File: src/rtl/uart_byte_tx_pkg.sv
// Shared definitions for the UART byte transmitter/receiver pair: FSM state codes,
// parity modes and the baud divisor derivation so both directions agree on bit timing.
package uart_byte_tx_pkg;

    localparam logic [2:0] ST_IDLE   = 3'd0;
    localparam logic [2:0] ST_START  = 3'd1;
    localparam logic [2:0] ST_DATA   = 3'd2;
    localparam logic [2:0] ST_PARITY = 3'd3;
    localparam logic [2:0] ST_STOP   = 3'd4;

    localparam int PARITY_NONE = 0;
    localparam int PARITY_ODD  = 1;
    localparam int PARITY_EVEN = 2;

    // Integer divide: the bit period is truncated, never rounded, so rx and tx stay identical.
    function automatic int calc_baud_div(input int clock_freq, input int baud);
        return clock_freq / baud;
    endfunction

    function automatic bit parity_enabled(input int mode);
        return (mode == PARITY_ODD) || (mode == PARITY_EVEN);
    endfunction

    function automatic logic parity_bit(input int mode, input logic [7:0] data);
        logic w_bit;
        case (mode)
            PARITY_ODD:  w_bit = ~^data;
            PARITY_EVEN: w_bit = ^data;
            PARITY_NONE: w_bit = 1'b0;
            default:     w_bit = 1'b0;
        endcase
        return w_bit;
    endfunction

endpackage

File: src/rtl/uart_byte_tx_baud_cnt.sv
// Bit-period counter: runs 0..BAUD_DIV-1 while enabled and flags the last clock of each bit.
module uart_byte_tx_baud_cnt #(
    parameter int BAUD_DIV = 434
) (
    input  logic i_clk,
    input  logic i_rst_n,
    input  logic i_enable,
    input  logic i_clear,
    output logic o_bit_end
);

    localparam int            CW   = (BAUD_DIV > 1) ? $clog2(BAUD_DIV) : 1;
    localparam logic [CW-1:0] LAST = CW'(BAUD_DIV - 1);

    logic [CW-1:0] r_count;

    assign o_bit_end = i_enable && (r_count == LAST);

    always_ff @(posedge i_clk or negedge i_rst_n) begin
        if (!i_rst_n) begin
            r_count <= '0;
        end else if (i_clear) begin
            r_count <= '0;
        end else if (i_enable) begin
            r_count <= o_bit_end ? '0 : r_count + CW'(1);
        end
    end

endmodule

File: src/rtl/uart_byte_tx.sv
// UART byte transmitter: start bit, 8 data bits LSB first, optional parity, 1 or 2 stop bits.
// The line is driven straight from a flop so it never glitches.
module uart_byte_tx
    import uart_byte_tx_pkg::*;
#(
    parameter int CLOCK_FREQ = 50_000_000,
    parameter int BAUD       = 115200,
    parameter int PARITY     = 0,
    parameter int STOP_BITS  = 1
) (
    input  logic       Clk,
    input  logic       Reset_n,
    input  logic       Send_Go,
    input  logic [7:0] Data,
    output logic       uart_tx,
    output logic       Tx_Busy,
    output logic       Tx_Done
);

    localparam int BAUD_DIV   = calc_baud_div(CLOCK_FREQ, BAUD);
    localparam bit HAS_PARITY = parity_enabled(PARITY);
    localparam bit TWO_STOP   = (STOP_BITS == 2);

    logic [2:0] r_state;
    logic [7:0] r_shift;
    logic [2:0] r_bitcnt;
    logic       r_parity;
    logic       r_stopcnt;
    logic       r_tx;
    logic       r_busy;
    logic       r_done;

    logic w_accept;
    logic w_cnt_en;
    logic w_bit_end;

    assign w_accept = Send_Go && !r_busy;
    assign w_cnt_en = (r_state != ST_IDLE);

    uart_byte_tx_baud_cnt #(
        .BAUD_DIV (BAUD_DIV)
    ) u_baud_cnt (
        .i_clk     (Clk),
        .i_rst_n   (Reset_n),
        .i_enable  (w_cnt_en),
        .i_clear   (!w_cnt_en),
        .o_bit_end (w_bit_end)
    );

    // Every state change happens on a bit boundary, and the next line level is loaded
    // on that same edge, so each bit lasts exactly BAUD_DIV clocks.
    always_ff @(posedge Clk or negedge Reset_n) begin
        if (!Reset_n) begin
            r_state   <= ST_IDLE;
            r_shift   <= 8'h00;
            r_bitcnt  <= 3'd0;
            r_parity  <= 1'b0;
            r_stopcnt <= 1'b0;
            r_tx      <= 1'b1;
            r_busy    <= 1'b0;
            r_done    <= 1'b0;
        end else begin
            r_done <= 1'b0;
            case (r_state)
                ST_IDLE: begin
                    if (w_accept) begin
                        r_state   <= ST_START;
                        r_shift   <= Data;
                        r_parity  <= parity_bit(PARITY, Data);
                        r_bitcnt  <= 3'd0;
                        r_stopcnt <= 1'b0;
                        r_tx      <= 1'b0;
                        r_busy    <= 1'b1;
                    end
                end
                ST_START: begin
                    if (w_bit_end) begin
                        r_state <= ST_DATA;
                        r_tx    <= r_shift[0];
                    end
                end
                ST_DATA: begin
                    if (w_bit_end) begin
                        if (r_bitcnt == 3'd7) begin
                            if (HAS_PARITY) begin
                                r_state <= ST_PARITY;
                                r_tx    <= r_parity;
                            end else begin
                                r_state <= ST_STOP;
                                r_tx    <= 1'b1;
                            end
                        end else begin
                            r_bitcnt <= r_bitcnt + 3'd1;
                            r_shift  <= {1'b0, r_shift[7:1]};
                            r_tx     <= r_shift[1];
                        end
                    end
                end
                ST_PARITY: begin
                    if (w_bit_end) begin
                        r_state <= ST_STOP;
                        r_tx    <= 1'b1;
                    end
                end
                ST_STOP: begin
                    if (w_bit_end) begin
                        if (TWO_STOP && !r_stopcnt) begin
                            r_stopcnt <= 1'b1;
                        end else begin
                            r_state <= ST_IDLE;
                            r_busy  <= 1'b0;
                            r_done  <= 1'b1;
                        end
                    end
                end
                default: begin
                    r_state <= ST_IDLE;
                    r_tx    <= 1'b1;
                    r_busy  <= 1'b0;
                end
            endcase
        end
    end

    assign uart_tx = r_tx;
    assign Tx_Busy = r_busy;
    assign Tx_Done = r_done;

endmodule
File: config.mk
export PLATFORM = sky130hd
export DESIGN_NAME = uart_byte_tx
export DESIGN_NICKNAME = d
export VERILOG_FILES = /design/src/rtl/uart_byte_tx_pkg.sv /design/src/rtl/uart_byte_tx_baud_cnt.sv /design/src/rtl/uart_byte_tx.sv
export SDC_FILE = /design/constraint.sdc
export NUM_CORES = 1
export LEC_CHECK = 0
export ABC_AREA = 1
export BUFFER_PORTS_ARGS = -buffer_cell sky130_fd_sc_hd__buf_2
export CORE_ASPECT_RATIO = 0.8
export CORE_UTILIZATION = 50
export CTS_CLUSTER_SIZE = 12
export DETAILED_ROUTE_END_ITERATION = 8
export GPL_TIMING_DRIVEN = 0
export PLACE_DENSITY = 0.68
export SYNTH_ARGS = -nofsm -noshare
export SYNTH_HDL_FRONTEND = slang
export SYNTH_HIERARCHICAL = 1
export SYNTH_SLANG_ARGS = --single-unit
File: constraint.sdc
create_clock -name Clk -period 5.1 [get_ports Clk]
set_input_delay 0.255 -clock Clk [delete_from_list [all_inputs] [get_ports Clk]]
set_output_delay 0.255 -clock Clk [all_outputs]
set_load 0.01 [all_outputs]
==> After elaboration in Yosys (flattened, before gate mapping) <==
Cells that the tools add are included.
{ "word_totals": {"regBits": 26, "latch_bits": 0, "ram_bits": 0, "mem_bits_ro": 0, "word_cells": 63, "n_memories": 0} }
{ "op_classes": {"n_addsub": 2, "n_mul": 0, "n_div": 0, "order_cmp": 0, "n_eq_ne": 13, "shifts": 0, "mux": 28, "bitwise_logic": 2, "reduce_logical": 11} }
{ "op_table": {"columns": ["op", "count"], "rows": [
  ["2-to-1 mux 3 bit", 9],
  ["2-to-1 mux 8 bit", 3],
  ["2-to-1 mux 9 bit", 2],
  ["case mux 8 bit (2 select lines)", 1],
  ["case mux 3 bit (5 select lines)", 1],
  ["adder 9 x 1 -> 9 bit (second input constant)", 1],
  ["== test 9 bit (second input constant)", 1],
  ["2-to-1 mux 1 bit", 9],
  ["!= test 2 x 1 -> 1 bit (second input constant)", 4],
  ["== test 3 x 2 -> 1 bit (second input constant)", 2],
  ["== test 3 bit (second input constant)", 2],
  ["!= test 2 bit (second input constant)", 3],
  ["case mux 3 bit (2 select lines)", 1],
  ["AND reduction 6 bit", 1],
  ["case mux 1 bit (5 select lines)", 1],
  ["AND reduction 5 bit", 1],
  ["AND reduction 4 bit", 1],
  ["adder 3 x 1 -> 3 bit (second input constant)", 1],
  ["== test 3 x 1 -> 1 bit (second input constant)", 1],
  ["logical NOT 3 bit", 1],
  ["case mux 1 bit (3 select lines)", 1],
  ["AND reduction 3 bit", 1],
  ["nonzero test 3 bit", 1],
  ["OR reduction 3 bit", 1],
  ["other kinds (4)", 6]
]} }

==> Logic depth before layout (Yosys ltp) <==
{ "logic_depth": {"depth_word": 4, "ltp_mapped": 14, "mapped_depth_nobuf": 13} }

==> Cells and area by module <==
The synthesis kept the hierarchy.
{ "modules_own_cells": {"columns": ["module", "n_inst", "cells_each", "area_each_um2", "seq_area_each_um2"], "rows": [
  ["uart_byte_tx", 1, 132, 945.9, 426.7],
  ["uart_byte_tx_baud_cnt", 1, 84, 634.4, 225.2]
]} }

==> Worst setup path before layout <==
OpenSTA, ideal clock, no wires.
{ "synth_timing": {"kind": "reg-to-reg", "startpoint": "register r_state[0]", "endpoint": "register r_state[0]", "arrival_time_ns": 1.552, "required_ns": 4.983, "slack_ns": 3.431, "path_stages_with_launch": 14, "synth_period_minus_slack_ns": 1.669, "path_cell_list": "dfrtp_1 -> nor2_2 -> nand2_2 -> nand2_1 -> nor2_1 -> nand3_2 -> inv_1 -> inv_1 -> nand3_1 -> nand2_1 -> nor2_1 -> nand2_1 -> nand2_1 -> nand2_1"} }
{ "synth_via": {"elab_chain_len": 4, "elab_cells_between_ends": 15, "cone_classes": "eq/ne: 10; mux: 1; reduce/logical: 4"} }
{ "synth_lines": {"columns": ["item", "line", "text"], "rows": [
  ["from (decl)", "uart_byte_tx.sv:24", "logic [2:0] r_state;"],
  ["from (signal assigned)", "uart_byte_tx.sv:54", "r_state <= ST_IDLE;"],
  ["from (signal assigned)", "uart_byte_tx.sv:67", "r_state <= ST_START;"],
  ["from (signal assigned)", "uart_byte_tx.sv:78", "r_state <= ST_DATA;"],
  ["nonzero test 3 bit *", "uart_byte_tx.sv:38", "assign w_cnt_en = (r_state != ST_IDLE);"],
  ["via w_cnt_en", "uart_byte_tx.sv:34", "logic w_cnt_en;"],
  ["logical AND 1 bit *", "uart_byte_tx_baud_cnt.sv:17", "assign o_bit_end = i_enable && (r_count == LAST);"],
  ["via w_bit_end", "uart_byte_tx.sv:35", "logic w_bit_end;"],
  ["!= test 2 x 1 -> 1 bit (no line)", null, null],
  ["AND reduction 6 bit (no line) *", null, null]
]} }
The timed path passes the listed nets; every way through them passes the cells marked *.
A chain may end at the register's enable or synchronous reset.

==> Worst setup path in the final report <==
{ "layout_timing": {"startpoint": "register r_state[0]", "endpoint": "register r_state[1]"} }
Same word-level chain as after synthesis.

==> flow_metrics.py <==
metrics = {
    "run_status": {
        "status": "finished clean",
    },
    "global_route": {
        "grt_max_degree": 27,
        "grt_pass1_wl_um": 5580,
        "grt_pass1_vias": 1319,
        "grt_busiest_layer": "met2",
        "antenna_found_initial": 0,
        "grt_usage": 0.215,
        "use_met2": 0.384,
        "grtUsageMet3": 0.0457,
        "overflow": 0,
        "grt_util_met1": 0.265,
    },
    "yosys": {
        "ys_top_cells_by_area": "dfrtp_1 (40%), nand2_1 (19%), nand3_1 (6.0%)",
        "ys_warn_count": 6,
        "synth_top_cells_by_count": "nand2_1 (82), dfrtp_1 (25), inv_1 (21)",
        "ys.flop_type": "dfrtp_1",
        "synth_top_area_share": 0.396,
        "synth-edff-count": 0,
        "synth_seq_cells": 26,
        "ys_seq_area_frac": 0.413,
        "yosysUniqueCellTypes": 24,
        "synth_fp_nets": 231,
        "yosysTopAreaCell": "dfrtp_1",
        "postSynthCellCount": 216,
        "yosysMostFrequentCell": "nand2_1",
        "syn_area_mm2": 0.00158,
        "synthArstFlopShare": 1.00,
        "syn_avg_cell_area_um2": 7.32,
    },
    "route": {
        "drc": 0,
        "vias": 1344,
        "wl_um": 3050,
        "drtPass1Iterations": 4,
        "final_antenna_net_count": 0,
        "drt_iter0_markers": 119,
        "wire_per_inst_um": 11.2,
        "vias_per_cell": 4.94,
    },
    "timing": {
        "setup_violations": 0,
        "drv_slew": 0,
        "setup_slack_ns": 3.16,
        "final.setup.tns_ns": 0,
        "hold_viol_final": 0,
        "fmax_mhz": 515,
        "fin_skew_ns": 0.0143,
        "finalCritPeriodShare": 0.381,
        "slew_headroom": 0.614,
        "tightest_slew_ns": 0.580,
        "period_needed_ns": 1.94,
        "hold_slack_ns": 0.247,
        "rsz0062_at_grt": "false",
    },
    "finish": {
        "syn2layout_area_growth_pct": 11.2,
        "num-fill-cells": 268,
        "utilization": 0.612,
        "antenna_cells": 0,
        "drive_above_1_share": 0.218,
        "nNetsFinal": 250,
    },
    "clock_tree": {
        "cts_max_path_buffers": 2,
        "postCtsHoldBufs": 1,
        "cts_setup_buffers": 0,
        "clk_latency_ns": 0.27,
        "h-tree-depth": 1,
        "clkSinkCount": 26,
        "numCtsBuffers": 3,
        "cts_tree": "yes",
        "cts-resized-gates": 0,
        "clk_pin_slew_ns": 0.09,
        "root_buffer": "clkbuf_8",
    },
    "floorplan": {
        "start_util": 0.550,
        "core_area_mm2": 0.00287,
        "die_y_um": 52.3,
        "io_pins": 14,
        "die-area_mm2": 0.00339,
        "dieWidth_um": 64.9,
        "num_rows": 17,
    },
    "power": {
        "power_density_mw_per_mm2": 197,
        "p_total_mw": 0.346,
        "irDropWorstVdd_mv": 0.174,
        "p_leak_nw": 0.939,
    },
    "hold_path": {
        "hp-class": "input pin to flop",
        "min_to": "r_shift[7]$_DFFE_PN0P_",
        "min_path_cells": 3,
        "hold_start": "Data[7]",
    },
    "placed_design": {
        "dp_hpwl_um": 2360,
        "gp_congestion": 0.879,
        "pre_cts_ws_ns": 3.19,
        "numPortBuffers": 13,
    },
    "flow_run": {
        "cap_violations": 0,
    },
    "setup_path": {
        "setup.worst_path.class": "flop to flop",
        "crit_required_ns": 5.27,
        "r2r_cells": 13,
        "crit_fanout": 6,
        "rrSetupSlack_ns": 3.16,
        "setup.worst_path.start_class": "flop",
        "crit_arrival_ns": 2.12,
        "r2r-end": "r_state[1]$_DFFE_PN0P_",
        "endpoint_kind": "flop",
        "timing.rr.start": "r_state[0]$_DFFE_PN0P_",
    },
}
-- final cells by class --
cell class,count,area [um2],area share
multi-input combinational,160,795,0.452
sequential,26,652,0.371
inverter,26,100,0.0569
buffer,4,33.8,0.0192
timing repair buffer,14,75.1,0.0427
tap,38,47.5,0.0270
clock buffer,4,55.1,0.0313
-- stage by stage --
step,area [um2],cells
final,1760,272
after global routing,1760,272
after CTS,1760,272
after detailed placement,1690,267
after global placement,1690,267
after floorplan,1580,216
-- how the worst max path moves through the flow --
stage	end	slack (ns)	from
after floorplan	r_state[0]$_DFFE_PN0P_	3.43	r_state[0]$_DFFE_PN0P_
after global placement	r_state[0]$_DFFE_PN0P_	3.22	r_state[0]$_DFFE_PN0P_
after detailed placement	r_state[1]$_DFFE_PN0P_	3.19	r_state[0]$_DFFE_PN0P_
after CTS	r_state[1]$_DFFE_PN0P_	3.16	r_state[0]$_DFFE_PN0P_
after global routing	r_state[1]$_DFFE_PN0P_	2.93	r_state[0]$_DFFE_PN0P_
final	r_state[1]$_DFFE_PN0P_	3.16	r_state[0]$_DFFE_PN0P_
-- flip-flops by register name (all words and copies together), names as in the netlist --
register and cells:
Tx_Busy 1, r_shift 8, uart_tx 1, r_bitcnt 3, r_state 3, u_baud_cnt/r_count 9, Tx_Done 1
-- cell families (layout without fill, tap and decap cells) --
logic type               Yosys count  after routing  share of synthesized area
buffers and inverters             30             48                     0.0847
flip-flops                        26             26                      0.413
adder cells (fa/ha/maj)            4              4                     0.0317
XOR/XNOR                           1              1                    0.00554
AND/OR/NAND/NOR                  147            147                      0.436
AO/OA/AOI/OAI                      8              8                     0.0293
-- layer usage --
metal  vias to the layer above  routed length (um)
met5                         -                   0
met4                         0                  17
met3                         2                  79
met2                        10                1490
met1                       627                1470
li1                        705                   -
-- placed cells by master (no fill, tap or decap), types with 3 or more instances in the layout --
cell type   n
buf_4       3
nand3b_1    3
clkbuf_8    4
buf_2      13
ha_1        4
dfrtp_1    25
o21ai_0     4
nor2_2     11
inv_2       4
nor2_1     14
nand2_1    82
nand4_1     5
nand2_2     6
inv_1      21
nand3_1    19
-- where the power goes --
group / internal (mW) / total (mW) / switching, mW
Sequential: 0.206 / 0.206 / 0
Clock: 0.0689 / 0.130 / 0.0607
Combinational: 0.00425 / 0.0108 / 0.00650
-- critical path, stage by stage (launching register included) --
cell	delay, ns
dfrtp_1	0.46
nor2_2	0.09
nand2_2	0.16
nand2_1	0.08
nor2_1	0.11
nand3_2	0.13
inv_1	0.12
inv_1	0.08
nand3_1	0.12
nand2_1	0.06
nor2_1	0.20
nand2_1	0.10
nand2_1	0.07
nand2_1	0.05
(Power assumes the default switching activity.)
